`src/rtl/forwarding_unit_pkg.sv`:
```
// Shared types for the forwarding and hazard control logic.
// Combinational helpers only; no state lives here.
// No handshakes; consumers decide stall/flush policy.
package forwarding_unit_pkg;

    localparam int unsigned REG_ADDR_W = 5;

    // Which stage an ID-stage source operand must be valid in.
    typedef enum logic [1:0] {
        NoType  = 2'd0,
        Type1   = 2'd1,
        Type2   = 2'd2,
        Type1_3 = 2'd3
    } forwarding_type_t;

    typedef enum logic [1:0] {
        Run       = 2'd0,
        MemWait   = 2'd1,
        TrapFlush = 2'd2
    } hazard_state_t;

    // A producer matches a source only if it writes, and x0 never creates a dependency.
    function automatic logic operand_match(
        input logic                  reg_we,
        input logic [REG_ADDR_W-1:0] rs,
        input logic [REG_ADDR_W-1:0] rd
    );
        return reg_we && (rs != '0) && (rs == rd);
    endfunction

endpackage

```
`src/rtl/hazard_stall_counter.sv`:
```
// Saturating event counter for stall performance monitoring.
// Count visible one cycle after the enabled edge.
// No backpressure; sticks at all-ones instead of wrapping.
module hazard_stall_counter #(
    parameter int unsigned WIDTH = 32
) (
    input  logic             clock,
    input  logic             reset_n,
    input  logic             en,
    output logic [WIDTH-1:0] count
);

    logic [WIDTH-1:0] count_q;
    logic [WIDTH-1:0] count_d;

    // Increment on enable unless already saturated.
    always_comb begin
        count_d = count_q;
        if (en && (count_q != '1)) begin
            count_d = count_q + WIDTH'(1);
        end
    end

    // Counter register.
    always_ff @(posedge clock or negedge reset_n) begin
        if (!reset_n) begin
            count_q <= '0;
        end else begin
            count_q <= count_d;
        end
    end

    assign count = count_q;

endmodule

```
`src/rtl/hazard_control_unit.sv`:
```
// Pipeline stall/flush controller: hazard bubbles, memory freezes, trap drain.
// Stall/flush outputs combinational from state+inputs; state/counters update next edge.
// Freezes IF..MEM while data memory is unacknowledged; holds IF while a fetch is pending.
module hazard_control_unit
    import forwarding_unit_pkg::*;
#(
    parameter int unsigned DRAIN_CYCLES = 2,
    parameter int unsigned COUNT_WIDTH  = 32
) (
    input  logic                   clock,
    input  logic                   reset_n,
    input  logic [REG_ADDR_W-1:0]  id_rs1,
    input  logic [REG_ADDR_W-1:0]  id_rs2,
    input  forwarding_type_t       id_rs1_type,
    input  forwarding_type_t       id_rs2_type,
    input  logic                   ex_reg_we,
    input  logic                   ex_mem_rd,
    input  logic [REG_ADDR_W-1:0]  ex_rd,
    input  logic                   mem_reg_we,
    input  logic                   mem_mem_rd,
    input  logic [REG_ADDR_W-1:0]  mem_rd,
    input  logic                   id_jump,
    input  logic                   fetch_req,
    input  logic                   fetch_ack,
    input  logic                   dmem_req,
    input  logic                   dmem_ack,
    input  logic                   trap_req,
    output logic                   stall_if,
    output logic                   stall_id,
    output logic                   stall_ex,
    output logic                   stall_mem,
    output logic                   flush_id,
    output logic                   flush_ex,
    output logic                   flush_mem,
    output logic                   flush_wb,
    output logic                   trap_busy,
    output logic [COUNT_WIDTH-1:0] hazard_stall_count,
    output logic [COUNT_WIDTH-1:0] mem_stall_count
);

    // Drain counter loads DRAIN_CYCLES-1 so the count of TrapFlush cycles equals DRAIN_CYCLES.
    localparam logic [3:0] DRAIN_INIT = 4'(DRAIN_CYCLES - 1);

    hazard_state_t state_q;
    hazard_state_t state_d;
    logic [3:0]    drain_q;
    logic [3:0]    drain_d;

    logic rs1_ex_match;
    logic rs2_ex_match;
    logic rs1_mem_match;
    logic rs2_mem_match;
    logic rs1_used;
    logic rs2_used;
    logic rs1_need_id;
    logic rs2_need_id;
    logic hz;
    logic hz_bubble;

    assign rs1_ex_match  = operand_match(ex_reg_we, id_rs1, ex_rd);
    assign rs2_ex_match  = operand_match(ex_reg_we, id_rs2, ex_rd);
    assign rs1_mem_match = operand_match(mem_reg_we, id_rs1, mem_rd);
    assign rs2_mem_match = operand_match(mem_reg_we, id_rs2, mem_rd);
    assign rs1_used      = (id_rs1_type != NoType);
    assign rs2_used      = (id_rs2_type != NoType);
    assign rs1_need_id   = (id_rs1_type == Type1) || (id_rs1_type == Type1_3);
    assign rs2_need_id   = (id_rs2_type == Type1) || (id_rs2_type == Type1_3);

    // Dependencies forwarding cannot cover: any use of an EX load, an ID-stage use of
    // an EX ALU result, or an ID-stage use of a MEM load.
    always_comb begin
        hz = 1'b0;
        if (ex_mem_rd && ((rs1_ex_match && rs1_used) || (rs2_ex_match && rs2_used))) begin
            hz = 1'b1;
        end
        if (!ex_mem_rd && ((rs1_ex_match && rs1_need_id) || (rs2_ex_match && rs2_need_id))) begin
            hz = 1'b1;
        end
        if (mem_mem_rd && ((rs1_mem_match && rs1_need_id) || (rs2_mem_match && rs2_need_id))) begin
            hz = 1'b1;
        end
    end

    // Prioritised stall/flush decode and next-state; everything forced low in reset.
    always_comb begin
        state_d   = state_q;
        drain_d   = drain_q;
        stall_if  = 1'b0;
        stall_id  = 1'b0;
        stall_ex  = 1'b0;
        stall_mem = 1'b0;
        flush_id  = 1'b0;
        flush_ex  = 1'b0;
        flush_mem = 1'b0;
        flush_wb  = 1'b0;
        trap_busy = 1'b0;
        hz_bubble = 1'b0;
        if (reset_n) begin
            unique case (state_q)
                Run: begin
                    if (trap_req) begin
                        stall_if  = 1'b1;
                        flush_id  = 1'b1;
                        flush_ex  = 1'b1;
                        flush_mem = 1'b1;
                        state_d   = TrapFlush;
                        drain_d   = DRAIN_INIT;
                    end else if (dmem_req && !dmem_ack) begin
                        stall_if  = 1'b1;
                        stall_id  = 1'b1;
                        stall_ex  = 1'b1;
                        stall_mem = 1'b1;
                        flush_wb  = 1'b1;
                        state_d   = MemWait;
                    end else if (hz) begin
                        stall_if  = 1'b1;
                        stall_id  = 1'b1;
                        flush_ex  = 1'b1;
                        hz_bubble = 1'b1;
                    end else if (fetch_req && !fetch_ack) begin
                        stall_if  = 1'b1;
                        flush_id  = 1'b1;
                    end else if (id_jump) begin
                        flush_id  = 1'b1;
                    end
                end
                MemWait: begin
                    // Traps wait here; MEM holds trap_req until we are back in Run.
                    if (!dmem_ack) begin
                        stall_if  = 1'b1;
                        stall_id  = 1'b1;
                        stall_ex  = 1'b1;
                        stall_mem = 1'b1;
                        flush_wb  = 1'b1;
                    end else begin
                        state_d   = Run;
                    end
                end
                TrapFlush: begin
                    trap_busy = 1'b1;
                    stall_if  = 1'b1;
                    flush_id  = 1'b1;
                    flush_ex  = 1'b1;
                    flush_mem = 1'b1;
                    if (drain_q == 4'd0) begin
                        state_d = Run;
                    end else begin
                        drain_d = drain_q - 4'd1;
                    end
                end
                default: begin
                    state_d = Run;
                end
            endcase
        end
    end

    // Controller state and trap drain counter.
    always_ff @(posedge clock or negedge reset_n) begin
        if (!reset_n) begin
            state_q <= Run;
            drain_q <= 4'd0;
        end else begin
            state_q <= state_d;
            drain_q <= drain_d;
        end
    end

    hazard_stall_counter #(
        .WIDTH (COUNT_WIDTH)
    ) u_hazard_cnt (
        .clock   (clock),
        .reset_n (reset_n),
        .en      (hz_bubble),
        .count   (hazard_stall_count)
    );

    hazard_stall_counter #(
        .WIDTH (COUNT_WIDTH)
    ) u_mem_cnt (
        .clock   (clock),
        .reset_n (reset_n),
        .en      (stall_mem),
        .count   (mem_stall_count)
    );

endmodule

```
`config.mk`:
```
export PLATFORM = sky130hd
export DESIGN_NAME = hazard_control_unit
export DESIGN_NICKNAME = d
export VERILOG_FILES = /design/src/rtl/forwarding_unit_pkg.sv /design/src/rtl/hazard_stall_counter.sv /design/src/rtl/hazard_control_unit.sv
export SDC_FILE = /design/constraint.sdc
export NUM_CORES = 1
export LEC_CHECK = 0
export CORE_MARGIN = 3
export CORE_UTILIZATION = 37
export DETAILED_ROUTE_END_ITERATION = 7
export SYNTH_ARGS = -nofsm -noshare
export SYNTH_HDL_FRONTEND = slang
export SYNTH_HIERARCHICAL = 1
export SYNTH_SLANG_ARGS = --single-unit
```
`constraint.sdc`:
```
create_clock -name clock -period 6.2 [get_ports clock]
set_clock_uncertainty 0.15 [all_clocks]
set_input_delay 0.93 -clock clock [delete_from_list [all_inputs] [get_ports clock]]
set_output_delay 0.93 -clock clock [all_outputs]
set_load 0.05 [all_outputs]
```
==> results by group, run 1 <==
Detailed routing
  • Vias: 3493
  • Routed Wire Length: 10.4 mm
  • DR WL/cell: 15.7 microns
  • Iter 0 DRT Violations: 152
  • DRC violations left: 0
  • Vias/cell: 5.24
  • DR pass1 iterations: 5
  • Post-DRT Antenna Nets: 0

Yosys
  • Synth cell types: 52
  • #FFs+latches synth: 70
  • Synth warn: 6
  • Post-Syn Area: 0.00405 sq mm
  • Synth Instances: 412
  • Async S/R FF share, synth: 1.00
  • Average size of a mapped cell: 9.82 sq um
  • Post-synth top area share: 0.433
  • Top cell types by occurrence after synthesis: 70 x dfrtp_1, 55 x xnor2_1, 49 x nand2_1, 30 x nor2_1
  • Post-synth EDFFs: 0
  • Mapped Nets: 451
  • Synth area leaders: dfrtp_1 43%, xnor2_1 12%, xor2_1 5.4%
  • Most common cell in the netlist: dfrtp_1
  • Yosys top cell by area: dfrtp_1
  • Synth Flop Type: dfrtp_1
  • Sequential element share of the synthesized area: 0.433

Final layout
  • Share of layout cells above drive strength 1: 0.0811
  • Post-layout net count: 564
  • Number of diodes: 0
  • FILL cells: 991
  • Area Overhead vs Synth: 33.9%
  • Post-route cell area: 0.00542 sq mm

Pwr
  • Maximum VDD drop: 0.000101 V
  • Sequential power share: 0.452
  • Switching Share: 0.351
  • Internal power: 0.000748 W
  • Power per cell area: 213 mW/mm^2
  • Clock power share: 0.279
  • Lkg Pwr: 2.21 nW
  • Psw: 0.000404 W
  • Combinational power share: 0.269

Setup path
  • Reg2Reg Depth: 8
  • Worst-path maximum fanout: 5
  • Worst-path cell with the longest stage delay: clkdlybuf4s50_1
  • Max incr delay on CP: 0.80 ns
  • Kind of critical path: input port to output port
  • Setup crit end kind: output port
  • CP most frequent cell: clkdlybuf4s50_1
  • CP cell instances: clkdlybuf4s50_1 -> or4_4 -> o211ai_2 -> o22ai_1 -> a222oi_1 -> a41o_1 -> clkdlybuf4s50_1
  • CP Data Arrival Time: 3.94 ns
  • Critical Path RT: 5.12 ns
  • Critical Path Start Type: input port

Placement
  • DP HPWL: 7.88 mm
  • Post-placement cell area: 0.00526 sq mm
  • Gp weighted congestion: 0.788
  • I/O Buffers: 108

Hold path
  • Worst Hold Class: input port to asynchronous set/reset pin

Die
  • Cell Rows: 37
  • Total I/O pin count: 109
  • CORE AREA: 0.0105 sq mm
  • Chip height: 111 microns
  • Initial Utilization: 0.387
  • Die W: 111 microns
  • Total Die Area: 0.0122 sq mm

CTS
  • Resized Gates After CTS: 0
  • Clk slew on worst S/H paths: 0.08 ns
  • Hold buffer count at cts: 0
  • Root Driver: clkbuf_8
  • CTS tree: built
  • CTS H-tree depth: 3
  • Worst skew pair latency: 0.35 ns
  • Total CTS buffers: 9
  • Clock tree sinks: 70
  • CTS Buffer Depth: 2
  • Post-CTS setup buffers: 0

STA
  • Final worst path period need: 5.02 ns
  • Setup TNS: 0 ns
  • Max Clk Rate: 0.199 GHz
  • RSZ-0062 raised after global routing: false
  • Slew HR: 0.411
  • Post-route clock period utilization: 0.810
  • Worst Tran Pin Value: 0.880 ns
  • Final Hold Viols: 0
  • Fin. max-slew vios: 0
  • Final Setup Violations: 0

Status
  • Outcome: finished, final reports clean

GRT
  • Remaining Overflow, GRT: 0
  • Number of antenna violations at the first check in global routing: 0
  • Global-route wire length before repair: 17.1 mm
  • Vias in the first global route: 3409
  • Largest net degree at the start of global routing: 67
  • Gr usage total: 0.169

Run
  • Max Cap Viol: 0
==> power by group through the flow <==
stage / sequential [W] / clock [W] / combinational, W
6_report: 0.000521 / 0.000321 / 0.000310
5_1_grt: 0.000528 / 0.000357 / 0.000332
4_1_cts: 0.000521 / 0.000339 / 0.000313
3_5_place_dp: 0.000529 / 0 / 0.000312
3_3_place_gp: 0.000529 / 0 / 0.000308
2_1_floorplan: 0.000568 / 0 / 0.000155
==> layer usage <==
metal,GRT usage,vias up,routed length [microns]
met5,0,-,0
met1,0.227,1704,4900
met3,0.0493,8,411
met4,0.0427,0,106
li1,-,1696,-
met2,0.267,85,5020
==> sequential cells by signal (all words and copies together) (netlist names) <==
register / count
drain_q: 4
state_q: 2
u_hazard_cnt/count: 32
u_mem_cnt/count: 32
==> path summary, 6_finish.rpt <==
path                                      from                      to  slack (ns)
max in group asynchronous              reset_n  u_hazard_cnt/count[24]        4.58
hold reg to reg            u_mem_cnt/count[23]     u_mem_cnt/count[23]        0.34
hold / removal                         reset_n              drain_q[1]        0.26
setup / recovery                     id_rs2[1]                flush_id        1.18
min in group clock         u_mem_cnt/count[23]     u_mem_cnt/count[23]        0.34
setup reg to reg                    state_q[0]  u_hazard_cnt/count[29]        3.02
==> critical path, delay by kind of cell <==
| kind | cells | cell delay [ns] |
|---|---|---|
| and+or+nand+nor | 1 | 0.57 |
| buffers and inverters | 2 | 1.28 |
| AOI/OAI and AO/OA | 4 | 1.17 |
==> layout by cell type (no fill, tap or decap), drive strengths merged, types with 10 or more instances in the layout <==
| cell type | count |
|---|---|
| clkdlybuf4s50 | 107 |
| dfrtp | 70 |
| xnor2 | 55 |
| nand2 | 50 |
| nor2 | 31 |
| nand3 | 27 |
| nand4 | 27 |
| xor2 | 25 |
| nor3 | 22 |
| clkbuf | 10 |
==> cell families (layout without fill, tap and decap cells) <==
group                      Yosys count  in the layout  share of synthesized area
DFF                                 70             70                      0.433
AOI/OAI and AO/OA                   30             30                     0.0637
xor gates and xnor gates            80             80                      0.173
adders and majority gates            3              3                    0.00927
buffers and inverters               16            134                     0.0204
muxes                                6              6                     0.0164
and+or+nand+nor                    207            207                      0.284
==> final cells by class <==
cell class / instances / area [sq um] / area share
multi-input combinational: 326 / 2210 / 0.408
timing repair buffer: 109 / 1090 / 0.200
tap: 136 / 170 / 0.0314
clock buffer: 10 / 128 / 0.0235
sequential: 70 / 1750 / 0.323
clock inverter: 6 / 38.8 / 0.00715
inverter: 9 / 33.8 / 0.00623
==> metrics by stage <==
step | utilization | hold WS (ns) | setup WS (ns) | std cells | total power, W
4_1_cts | 0.518 | 0.232 | 1.19 | 666 | 0.00117
6_report | 0.518 | 0.262 | 1.18 | 666 | 0.00115
3_3_place_gp | 0.502 | 0.328 | 1.19 | 650 | 0.000838
3_5_place_dp | 0.502 | 0.336 | 1.19 | 650 | 0.000841
2_1_floorplan | - | 0.326 | 2.43 | 412 | 0.000723
5_1_grt | 0.518 | 0.233 | 1.05 | 666 | 0.00122
(Power assumes the default switching activity.)
==> run 2: changes to the inputs <==
--- a/config.mk
+++ b/config.mk
@@ -8,6 +8,7 @@
 export CORE_MARGIN = 3
 export CORE_UTILIZATION = 37
 export DETAILED_ROUTE_END_ITERATION = 7
+export PLACE_DENSITY = 0.66
 export SYNTH_ARGS = -nofsm -noshare
 export SYNTH_HDL_FRONTEND = slang
 export SYNTH_HIERARCHICAL = 1
==> constraint.sdc (replaced) <==
create_clock -name clock -period 4.5 [get_ports clock]
set_clock_uncertainty 0.15 [all_clocks]
set_input_delay 0.675 -clock clock [delete_from_list [all_inputs] [get_ports clock]]
set_output_delay 0.675 -clock clock [all_outputs]
set_load 0.05 [all_outputs]
==> run 2 against run 1 <==
Effect of this change:
- power is 43% higher
- sequential power increased by 38%
- die area did not move
- sequential share of layout area fell by 0.25 points
- register-to-register slack got worse by 1.7 ns
- utilization grew 0.41 points
- final cell count increased by 0.15%
- setup slack lost 0.79 ns
- via count is 1.0% higher
- design area increased by 0.78%
- first-iteration DRC count down 43%
- critical path type unchanged
==> results by group, run 2 (synthesized netlist as in run 1, its figures left out) <==
GRT
  • Gr usage total: 0.174 (+0.00546)
  • Largest net degree at the start of global routing: 49 (-27%)
  • Remaining Overflow, GRT: 0 (unchanged)
  • Global-route wire length before repair: 17.8 mm (+4.4%)
  • Number of antenna violations at the first check in global routing: 0 (unchanged)
  • Vias in the first global route: 3563 (+4.5%)

STA
  • Max Clk Rate: 0.243 GHz
  • Slew HR: 0.426 (+0.0146)
  • Final worst path period need: 4.11 ns
  • Fin. max-slew vios: 0 (unchanged)
  • Setup TNS: 0 ns (unchanged)
  • RSZ-0062 raised after global routing: false
  • Post-route clock period utilization: 0.913
  • Worst Tran Pin Value: 0.858 ns (-0.0218 ns)
  • Final Hold Viols: 0 (unchanged)
  • Final Setup Violations: 0 (unchanged)

Final layout
  • FILL cells: 977 (-1.4%)
  • Commonest non-fill, non-tap cell in the layout: clkdlybuf4s50_1
  • Most frequent cells in the layout: 106 x clkdlybuf4s50_1, 70 x dfrtp_1, 55 x xnor2_1
  • Post-layout net count: 565 (+0.18%)
  • Post-Layout Cell Count: 667 (+0.15%)
  • Area Overhead vs Synth: 35.0%
  • Share of layout cells above drive strength 1: 0.0829 (+0.00173)
  • Footprint of the multi-input gates: 0.00221 sq mm (unchanged)
  • Register area: 0.00175 sq mm (unchanged)
  • Number of diodes: 0 (unchanged)

Pwr
  • Power per cell area: 301 mW/mm^2 (+42%)
  • Lkg Pwr: 2.23 nW (+0.95%)
  • Sequential power share: 0.436 (-0.016)
  • Internal power: 0.00110 W (+47%)
  • Psw: 0.000550 W (+36%)
  • Switching Share: 0.334 (-0.0168)
  • Combinational power share: 0.263 (-0.006)
  • Maximum VDD drop: 0.000152 V (+51%)
  • Clock power share: 0.302 (+0.023)

Setup path
  • Setup crit end kind: output port
  • CP most frequent cell: clkdlybuf4s50_1
  • Critical Path Start Type: input port
  • Worst-path cell with the longest stage delay: clkdlybuf4s50_1
  • Critical Path RT: 3.67 ns (-1.45 ns)
  • Worst-path maximum fanout: 5 (unchanged)
  • Worst r2r src: state_q[0]
  • CP cell instances: clkdlybuf4s50_1 -> or4_4 -> o211ai_2 -> o22ai_1 -> a222oi_1 -> buf_4 -> a31oi_1 -> clkdlybuf4s50_1
  • Reg2Reg Depth: 8 (unchanged)
  • CP top delay family: buffers and inverters
  • R2r endpoint: u_hazard_cnt/count[29]
  • CP Data Arrival Time: 3.28 ns (-0.66 ns)
  • R2R setup slack: 1.37 ns (-1.65 ns)
  • Kind of critical path: input port to output port
  • Buffers and inverters on the worst path: 3 (+1)
  • Max incr delay on CP: 0.71 ns (-0.09 ns)

CTS
  • Hold buffer count at cts: 0 (unchanged)
  • Clock tree sinks: 70 (unchanged)
  • Total CTS buffers: 9 (unchanged)
  • Worst skew pair latency: 0.34 ns (about the same)
  • Post-CTS setup buffers: 0 (unchanged)
  • CTS Buffer Depth: 2 (unchanged)
  • Clk slew on worst S/H paths: 0.08 ns (about the same)
  • Resized Gates After CTS: 0 (unchanged)
  • CTS H-tree depth: 3 (unchanged)
  • Root Driver: clkbuf_8
  • CTS tree: built

Detailed routing
  • Routed Wire Length: 10.4 mm (-0.73%)
  • DR pass1 iterations: 5 (unchanged)
  • Vias/cell: 5.29 (+0.88%)
  • Vias: 3529 (+1.0%)
  • DRC violations left: 0 (unchanged)
  • Iter 0 DRT Violations: 87 (-43%)
  • DR WL/cell: 15.5 microns (-0.88%)
  • Post-DRT Antenna Nets: 0 (unchanged)

Die
  • Initial Utilization: 0.387 (unchanged)
  • Die W: 111 microns (unchanged)
  • CORE AREA: 0.0105 sq mm (unchanged)
  • Total I/O pin count: 109 (unchanged)
  • Cell Rows: 37 (unchanged)
  • Total Die Area: 0.0122 sq mm (unchanged)
  • Chip height: 111 microns (unchanged)

Run
  • Max Cap Viol: 0 (unchanged)

Placement
  • Post-placement cell count: 651 (+0.15%)
  • I/O Buffers: 108 (unchanged)
  • Gp weighted congestion: 0.828 (+5.0%)
  • DP HPWL: 7.98 mm (+1.4%)

Hold path
  • Worst Hold Class: input port to asynchronous set/reset pin

Status
  • Outcome: finished, final reports clean
==> run 2: worst max-delay path by stage <==
stage,endpoint,depth (start not counted),startpoint
finish,flush_ex,8,id_rs1[1]
global route,u_hazard_cnt/count[29],11,id_rs1[4]
CTS,flush_ex,8,id_rs1[1]
detailed placement,u_hazard_cnt/count[29],11,id_rs1[0]
global placement,u_hazard_cnt/count[29],11,id_rs1[0]
floorplan,u_hazard_cnt/count[15],10,id_rs2[1]
==> run 2: layout make-up <==
class / instances / share of cell area
clock buffers: 11 / 0.0240
clock inverters: 5 / 0.0110
inverters: 9 / 0.00618
multi-input cells: 326 / 0.405
flip-flops and latches: 70 / 0.321
well taps: 136 / 0.0311
repair buffers: 110 / 0.202
==> run 2: routing by layer <==
layer  GRT usage  wire length [microns]  share of wire
met1       0.227                   4570           0.44
met2       0.290                   5130           0.50
met3      0.0378                    526          0.051
met4      0.0534                    123          0.012
met5           0                      0              0
==> run 2: power groups by stage <==
| stage | sequential [W] | clock, W | combinational (W) |
|---|---|---|---|
| 2_1_floorplan | 0.000783 | 0 | 0.000214 |
| 3_3_place_gp | 0.000727 | 0 | 0.000430 |
| 3_5_place_dp | 0.000729 | 0 | 0.000435 |
| 4_1_cts | 0.000717 | 0.000515 | 0.000437 |
| 5_1_grt | 0.000726 | 0.000545 | 0.000471 |
| 6_report | 0.000717 | 0.000497 | 0.000432 |
==> run 2: stage by stage <==
step	hold WS (ns)	total power (W)	util	setup slack [ns]	instance area [sq um]
final	0.102	0.00165	0.522	0.392	5460
after CTS	0.0890	0.00167	0.522	0.398	5460
after global placement	0.335	0.00116	0.504	0.378	5270
after detailed placement	0.337	0.00116	0.504	0.194	5270
after global routing	0.109	0.00174	0.522	0.181	5460
after floorplan	0.229	0.000996	-	1.11	4050
==> run 3: changes to the inputs <==
--- a/config.mk
+++ b/config.mk
@@ -5,10 +5,10 @@
 export SDC_FILE = /design/constraint.sdc
 export NUM_CORES = 1
 export LEC_CHECK = 0
+export CORE_ASPECT_RATIO = 1.5
 export CORE_MARGIN = 3
 export CORE_UTILIZATION = 37
 export DETAILED_ROUTE_END_ITERATION = 7
-export PLACE_DENSITY = 0.66
 export SYNTH_ARGS = -nofsm -noshare
 export SYNTH_HDL_FRONTEND = slang
 export SYNTH_HIERARCHICAL = 1
==> constraint.sdc (replaced) <==
create_clock -name clock -period 5 [get_ports clock]
set_clock_uncertainty 0.15 [all_clocks]
set_input_delay 0.75 -clock clock [delete_from_list [all_inputs] [get_ports clock]]
set_output_delay 0.75 -clock clock [all_outputs]
set_load 0.05 [all_outputs]
==> run 3 against run 2 <==
Effect of this change:
- via count shrank 1.8%
- sequential power down 9.6%
- count of clock-buffer cells in the layout down 1
- design area is 2.0% higher
- first-iteration DRC count is 54% higher
- register-to-register slack better by 0.57 ns
- worst hold slack got worse by 0.025 ns
- critical endpoint is now flush_id
==> results by group, run 3 (synthesized netlist as in run 1, its figures left out) <==
Status
  • Outcome: finished, final reports clean

Setup path
  • Buffers and inverters on the worst path: 2 (-1)
  • Setup crit end kind: output port
  • CP Data Arrival Time: 3.52 ns (+0.24 ns)
  • CP cell instances: clkdlybuf4s50_1 -> or4_4 -> o211ai_2 -> o22ai_1 -> a222oi_1 -> a41o_1 -> clkdlybuf4s50_1
  • Worst-path maximum fanout: 3 (-2)
  • Max incr delay on CP: 0.80 ns (+0.09 ns)
  • Kind of critical path: input port to output port
  • CP most frequent cell: clkdlybuf4s50_1
  • CP top delay family: buffers and inverters
  • Critical Path Start Type: input port
  • Critical Path RT: 4.10 ns (+0.43 ns)
  • Worst-path cell with the longest stage delay: clkdlybuf4s50_1

CTS
  • Worst skew pair latency: 0.33 ns (about the same)
  • CTS Buffer Depth: 2 (unchanged)
  • Clock tree sinks: 70 (unchanged)
  • Total CTS buffers: 9 (unchanged)
  • Hold buffer count at cts: 0 (unchanged)
  • Resized Gates After CTS: 0 (unchanged)
  • Root Driver: clkbuf_16
  • CTS H-tree depth: 3 (unchanged)
  • Post-CTS setup buffers: 0 (unchanged)
  • CTS tree: built
  • Clk slew on worst S/H paths: 0.05 ns (-0.03 ns)

STA
  • Final Hold Viols: 0 (unchanged)
  • Final worst path period need: 4.42 ns
  • Setup ws final: 0.584 ns (+0.192 ns)
  • Slew HR: 0.427 (+0.00158)
  • RSZ-0062 raised after global routing: false
  • Post-route clock period utilization: 0.883
  • Max Clk Rate: 0.226 GHz
  • Setup TNS: 0 ns (unchanged)
  • Final Setup Violations: 0 (unchanged)
  • Worst Tran Pin Value: 0.859 ns (+0.000563 ns)
  • Fin. max-slew vios: 0 (unchanged)

Placement
  • DP HPWL: 8.16 mm (+2.2%)
  • Gp weighted congestion: 0.851 (+2.9%)
  • Setup Slack @ Placement: 0.607 ns (+0.413 ns)
  • I/O Buffers: 108 (unchanged)

Final layout
  • Share of layout cells above drive strength 1: 0.0829 (unchanged)
  • Post-layout net count: 565 (unchanged)
  • Area Overhead vs Synth: 37.7%
  • Number of diodes: 0 (unchanged)
  • Core Util, Final: 0.523 (+0.00102)
  • Commonest non-fill, non-tap cell in the layout: clkdlybuf4s50_1
  • Most frequent cells in the layout: 107 x clkdlybuf4s50_1, 70 x dfrtp_1, 55 x xnor2_1

Detailed routing
  • Vias: 3467 (-1.8%)
  • DR WL/cell: 15.5 microns (about the same)
  • Post-DRT Antenna Nets: 0 (unchanged)
  • DR pass1 iterations: 4 (-1)
  • Routed Wire Length: 10.5 mm (+1.2%)
  • Iter 0 DRT Violations: 134 (+54%)
  • DRC violations left: 0 (unchanged)
  • Vias/cell: 5.14 (-2.9%)

Die
  • Cell Rows: 46 (+24%)
  • Chip height: 134 microns (+21%)
  • CORE AREA: 0.0106 sq mm (+1.8%)
  • Total I/O pin count: 109 (unchanged)
  • Total Die Area: 0.0123 sq mm (+0.22%)
  • Die W: 91.4 microns (-17%)
  • Initial Utilization: 0.380 (-0.00673)

GRT
  • Met2 Track Usage GR: 0.309 (+0.0190)
  • Vias in the first global route: 3561 (-0.056%)
  • Met3 GRT Util: 0.0387 (+0.000912)
  • Remaining Overflow, GRT: 0 (unchanged)
  • Layer with the highest usage: met2
  • Number of antenna violations at the first check in global routing: 0 (unchanged)
  • Largest net degree at the start of global routing: 70 (+43%)
  • Global-route wire length before repair: 17.4 mm (-2.6%)
  • Gr usage total: 0.175 (+0.00107)
  • GR Layer Usage met1: 0.201 (-0.0261)

Run
  • Max Cap Viol: 0 (unchanged)

Hold path
  • Worst Hold Class: input port to asynchronous set/reset pin

Pwr
  • Lkg Pwr: 2.26 nW (+1.7%)
  • Power per cell area: 298 mW/mm^2 (-1.1%)
  • Maximum VDD drop: 0.000219 V (+44%)
## run 3: per-stage QoR
stage / area, sq um / total power [W] / std cells / hold slack, ns
global placement: 5270 / 0.00103 / 659 / 0.325
CTS: 5570 / 0.00169 / 675 / 0.0633
global route: 5570 / 0.00174 / 675 / 0.0732
finish: 5570 / 0.00166 / 675 / 0.0772
floorplan: 4050 / 0.000897 / 412 / 0.304
detailed placement: 5270 / 0.00104 / 659 / 0.326
## run 3: layout make-up
cell class	instances	area [sq um]
Multi-Input combinational cell	326	2210
Clock buffer	10	229
Clock inverter	6	70.1
Timing Repair Buffer	110	1090
Tap cell	144	180
Sequential cell	70	1750
Fill cell	999	5080
Inverter	9	33.8
## run 3: per-layer routing
layer | up-vias | share of wire
met5 | - | 0
li1 | 1697 | -
met1 | 1646 | 0.40
met4 | 0 | 0.031
met3 | 26 | 0.042
met2 | 98 | 0.53
## run 3: path summary, 6_finish.rpt
check	startpoint	endpoint	slack (ns)	cells past startpoint
hold reg to reg	u_mem_cnt/count[27]	u_mem_cnt/count[27]	0.33	1
setup / recovery	id_rs1[1]	flush_id	0.58	7
hold / removal	reset_n	drain_q[1]	0.08	1
setup reg to reg	state_q[0]	u_hazard_cnt/count[29]	1.94	8
max in group asynchronous	reset_n	u_hazard_cnt/count[7]	3.58	2
min in group clock	u_mem_cnt/count[27]	u_mem_cnt/count[27]	0.33	1
## run 3: power by group
part | internal, W | switching, W | total [W]
clock network | 0.000389 | 0.000244 | 0.000634
logic | 0.000149 | 0.000230 | 0.000379
registers | 0.000601 | 0.0000462 | 0.000648
total | 0.00114 | 0.000520 | 0.00166
